File: config.mk
export PLATFORM = sky130hd
export DESIGN_NAME = sign_minmax_unit
export DESIGN_NICKNAME = d
export VERILOG_FILES = /design/src/rtl/sign_minmax_unit.sv
export SDC_FILE = /design/constraint.sdc
export NUM_CORES = 1
export LEC_CHECK = 0
export CORE_ASPECT_RATIO = 0.6
export CORE_UTILIZATION = 45
export CTS_CLUSTER_DIAMETER = 120
export DETAILED_ROUTE_END_ITERATION = 7
export GPL_ROUTABILITY_DRIVEN = 0
export PLACE_DENSITY = 0.73
export SLEW_MARGIN = 40
export SYNTH_ARGS = -nofsm -noshare
export SYNTH_HDL_FRONTEND = slang
export SYNTH_SLANG_ARGS = --single-unit
File: constraint.sdc
create_clock -name clk -period 8.7 [get_ports clk]
set_input_delay 1.74 -clock clk [delete_from_list [all_inputs] [get_ports clk]]
set_output_delay 1.74 -clock clk [all_outputs]
set_load 0.01 [all_outputs]
File: src/rtl/sign_minmax_unit.sv
// rtl/sign_minmax_unit.sv - IEEE sign-injection and min/max unit with a 2-entry output FIFO
module sign_minmax_unit #(
    parameter int FLEN = 32
) (
    input  logic            clk,
    input  logic            reset,
    input  logic            valid_in,
    output logic            ready_out,
    output logic            valid_out,
    input  logic            ready_in,
    input  logic [4:0]      op,
    input  logic [FLEN-1:0] a,
    input  logic [FLEN-1:0] b,
    output logic [FLEN-1:0] float_out,
    output logic            invalid
);

    localparam int EXP_W = (FLEN == 64) ? 11 : 8;
    localparam int MAN_W = FLEN - 1 - EXP_W;

    localparam logic [4:0] FPU_OP_SGNJ  = 5'd6;
    localparam logic [4:0] FPU_OP_SGNJN = 5'd7;
    localparam logic [4:0] FPU_OP_SGNJX = 5'd8;
    localparam logic [4:0] FPU_OP_MIN   = 5'd9;
    localparam logic [4:0] FPU_OP_MAX   = 5'd10;

    localparam logic [FLEN-1:0] CANON_NAN = {1'b0, {EXP_W{1'b1}}, 1'b1, {(MAN_W-1){1'b0}}};

    logic             a_sign, b_sign;
    logic [FLEN-2:0]  a_mag, b_mag;
    logic [EXP_W-1:0] a_exp, b_exp;
    logic [MAN_W-1:0] a_man, b_man;
    logic             a_nan, b_nan, a_snan, b_snan;
    logic             a_lt_b;
    logic             supported;
    logic [FLEN-1:0]  res_data;
    logic             res_inv;

    logic [FLEN:0]    ent0, ent1;
    logic [1:0]       count;
    logic             push, pop;

    assign a_sign = a[FLEN-1];
    assign b_sign = b[FLEN-1];
    assign a_mag  = a[FLEN-2:0];
    assign b_mag  = b[FLEN-2:0];
    assign a_exp  = a[FLEN-2 -: EXP_W];
    assign b_exp  = b[FLEN-2 -: EXP_W];
    assign a_man  = a[MAN_W-1:0];
    assign b_man  = b[MAN_W-1:0];

    assign a_nan  = (&a_exp) && (|a_man);
    assign b_nan  = (&b_exp) && (|b_man);
    assign a_snan = a_nan && !a_man[MAN_W-1];
    assign b_snan = b_nan && !b_man[MAN_W-1];

    assign supported = (op == FPU_OP_SGNJ) || (op == FPU_OP_SGNJN) || (op == FPU_OP_SGNJX) ||
                       (op == FPU_OP_MIN)  || (op == FPU_OP_MAX);

    // Sign-magnitude ordering: differing signs put the negative one first (so -0 < +0).
    always_comb begin
        a_lt_b = 1'b0;
        if (a_sign != b_sign)
            a_lt_b = a_sign;
        else if (!a_sign)
            a_lt_b = (a_mag < b_mag);
        else
            a_lt_b = (a_mag > b_mag);
    end

    always_comb begin
        res_data = '0;
        res_inv  = 1'b0;
        case (op)
            FPU_OP_SGNJ:  res_data = {b_sign, a_mag};
            FPU_OP_SGNJN: res_data = {~b_sign, a_mag};
            FPU_OP_SGNJX: res_data = {a_sign ^ b_sign, a_mag};
            FPU_OP_MIN, FPU_OP_MAX: begin
                res_inv = a_snan || b_snan;
                if (a_nan && b_nan)
                    res_data = CANON_NAN;
                else if (a_nan)
                    res_data = b;
                else if (b_nan)
                    res_data = a;
                else if (op == FPU_OP_MIN)
                    res_data = a_lt_b ? a : b;
                else
                    res_data = a_lt_b ? b : a;
            end
            default: begin
                res_data = '0;
                res_inv  = 1'b0;
            end
        endcase
    end

    assign ready_out = (count < 2'd2) && supported;
    assign valid_out = (count != 2'd0);
    assign push      = valid_in && ready_out && !reset;
    assign pop       = valid_out && ready_in;

    // ent0 is always the head; a pop shifts ent1 forward.
    always_ff @(posedge clk) begin
        if (reset) begin
            count <= 2'd0;
            ent0  <= '0;
            ent1  <= '0;
        end else begin
            case ({push, pop})
                2'b10: begin
                    if (count == 2'd0)
                        ent0 <= {res_inv, res_data};
                    else
                        ent1 <= {res_inv, res_data};
                    count <= count + 2'd1;
                end
                2'b01: begin
                    ent0  <= ent1;
                    count <= count - 2'd1;
                end
                2'b11: begin
                    ent0 <= {res_inv, res_data};
                end
                default: begin
                    count <= count;
                end
            endcase
        end
    end

    assign float_out = valid_out ? ent0[FLEN-1:0] : '0;
    assign invalid   = valid_out ? ent0[FLEN] : 1'b0;

endmodule

==> metrics.txt <==
post-route cell area 5990 sq um; Critical Path Slowest Stage Cell clkdlybuf4s50_1; DRC violations left 0; Seq pwr share 39.2%; Post-Syn Area around 4600 sq um; crit path launch op[0]; Hold Vio Cnt, Final 0; worst hold slack 490 ps; Slew @ Worst Pin 772 ps; die height 80.5 um; global-route wire length before repair 23800 um; Post-Synthesis Cells 569; Layout area overhead 29.7%; Switching Share 29.3%; largest area contributor in the netlist dfxtp_1; die area 10700 sq um; Port-buffer cells 107; initial antenna violation count 0; area occupied by multi-input gates 2930 sq um; max cap viols 0; Crit Reg-Reg Endpoint ent0[6]; total CTS buffers 9; Post-synth EDFFs 0; cts repair resizes 0; Clock transition at path regs 50 ps; Worst slew margin 48.5%; Starting Density 46.6%; Vias/cell just over 6; largest net degree at the start of global routing 70; sink of the worst hold path ent1[6]; asr flop ratio synth 0%; ANT nets after route 0; CTS Hold Bufs 0; vias 4855; Congestion Overflow GR 0; met3 usage 7.51%; met1 usage 41.9%; prevailing post-synth register cell dfxtp_1; max-slew violations 0; worst skew pair latency approximately 330 ps; Yosys Warn Count 0; DP HPWL 10400 um; R2R setup slack ~5500 ps; Hold WC Path Type reg2reg; pre-CTS WS 3070 ps; CTS Sinks slightly below 70; FF+latch count, synth 68; Final #Nets 758; Sequential Area 1360 sq um; buffer count from post-CTS setup fixing 0; worst-path maximum fanout 11; H-tree levels 3; CP endpoint kind output port; antenna cells 0; Top Ports 108; register area share after synthesis 29.5%; crit-path max cell delay 590 ps; vias in the first global route 4498; Critical Path RT just under 7000 ps; TritonCTS clock tree yes; final WL 14700 um; # setup viols final 0; fillers 899; grt met2 use 41.7%; drt initial violations roughly 540; maximum vdd drop 0.103 mV; Hold Path Stages 2; Die X 133 um; Mean Syn Cell Area roughly 8.1 sq um; clock power share between 30% and 40%; most area-consuming cells after synthesis dfxtp_1 (29%), a311oi_1 (11%), ha_1 (9.5%); GR peak layer met1; cell-internal power 0.601 mW; Total Power 0.850 mW; arrival time of the worst setup path 3910 ps; CP startpoint kind input port; drt first pass iters 5; Tmin final 5650 ps; Final Cycle Share 65.0%; Max Clock Skew 3.30 ps; Leak roughly 2.0 nW; post-route setup TNS 0 ps; Reg2Reg Launch Point count[0]; Synthesized Nets 677; post-synth cell types 53; fmax 0.177 GHz; fraction of layout cells with a size suffix above 1 7.79%; RSZ-0062 raised after global routing no; core footprint between 9000 and 10000 sq um; total global-route track usage 28.9%; worst hold start ent1[6]; CTS Root Cell clkbuf_16; pwr dens 142 nW/um^2; status finished, final reports clean; net switching power 0.249 mW; row count 28; Logic pwr share 21.8%; WS Path Type in2out; routed length per instance between 15 and 20 um; Register-to-Register Path Depth 7; post-synth top area share 29.5%; worst setup margin between 3000 and 4000 ps; worst path cell trace clkdlybuf4s50_1, xor2_1, and3_1, nor2_1, nor2_1, clkdlybuf4s50_1; Placement Cell Area 5710 sq um; maximum clock path buffer count 2
-- synthesized netlist by cell type, types with 7 or more instances --
cell	instances
nor3_1	7
and2_1	36
a311oi_1	60
a21oi_1	17
inv_1	37
clkbuf_1	30
ha_1	35
dfxtp_1	68
nand4_1	10
nor2_1	49
o21ai_0	37
nand2_1	36
nand3_2	7
nand3b_1	33
nor4_1	10
nand3_1	36
-- metrics by stage --
stage	util [%]	std cells
after floorplan	-	569
after global placement	57.5	773
after detailed placement	57.6	774
after CTS	60.3	790
after global routing	60.4	790
final	60.4	790
-- cell families (layout without fill, tap and decap cells) --
logic type	count (synthesis)	after routing	synth area share, %
adders and majority gates	35	35	9.49
muxes	4	4	0.867
xor gates and xnor gates	3	3	0.569
buffers and inverters	80	166	7.73
AOI/OAI and AO/OA	142	142	22.9
DFF	68	68	29.5
and+or+nand+nor	237	237	29.0
-- power by group through the flow --
stage | combinational (mW) | sequential [mW] | clock (mW)
2_1_floorplan | 0.107 | 0.336 | 0
3_3_place_gp | 0.176 | 0.339 | 0
3_5_place_dp | 0.182 | 0.339 | 0
4_1_cts | 0.183 | 0.333 | 0.337
5_1_grt | 0.202 | 0.334 | 0.350
6_report | 0.186 | 0.333 | 0.332
-- final cells by class --
type | instances | area share [%]
Timing Repair Buffer | 113 | 18.7
Inverter | 37 | 2.32
Tap cell | 135 | 2.82
Clock inverter | 5 | 0.460
Clock buffer | 11 | 4.05
Multi-Input combinational cell | 421 | 48.9
Sequential cell | 68 | 22.7
-- worst max-delay path by stage --
stage | end | slack [ps] | depth (start not counted)
finish | ready_out | 3050 | 6
global route | ready_out | 2880 | 6
CTS | ready_out | 3070 | 6
detailed placement | ready_out | 3070 | 6
global placement | ready_out | 3080 | 6
floorplan | ready_out | 4240 | 4
-- worst max-delay path: cells and delay by family --
kind	cells	cell delay, ps
xor+xnor	1	190
buf+inv	2	1150
simple gates	3	820
-- routing by layer --
layer | up-vias | part of all wire, %
met4 | 0 | 1.2
met1 | 2311 | 48
met2 | 248 | 41
met3 | 16 | 10
met5 | - | 0
li1 | 2280 | -
-- registers in the layout, summed over array words and instances (netlist names) --
signal / cells
ent0: 33
ent1: 33
count: 2
-- layout by cell type (no fill, tap or decap), types with 9 or more instances in the layout --
| cell type | instances |
|---|---|
| a21oi_1 | 17 |
| clkdlybuf4s50_1 | 106 |
| nor4_1 | 10 |
| o21ai_0 | 37 |
| nor2_1 | 49 |
| dfxtp_1 | 68 |
| nand2_1 | 36 |
| and2_1 | 35 |
| nand3b_1 | 33 |
| nand4_1 | 10 |
| inv_1 | 37 |
| a311oi_1 | 60 |
| clkbuf_16 | 9 |
| ha_1 | 35 |
| nand3_1 | 36 |
No activity file was read; power rests on OpenSTA's default activity.
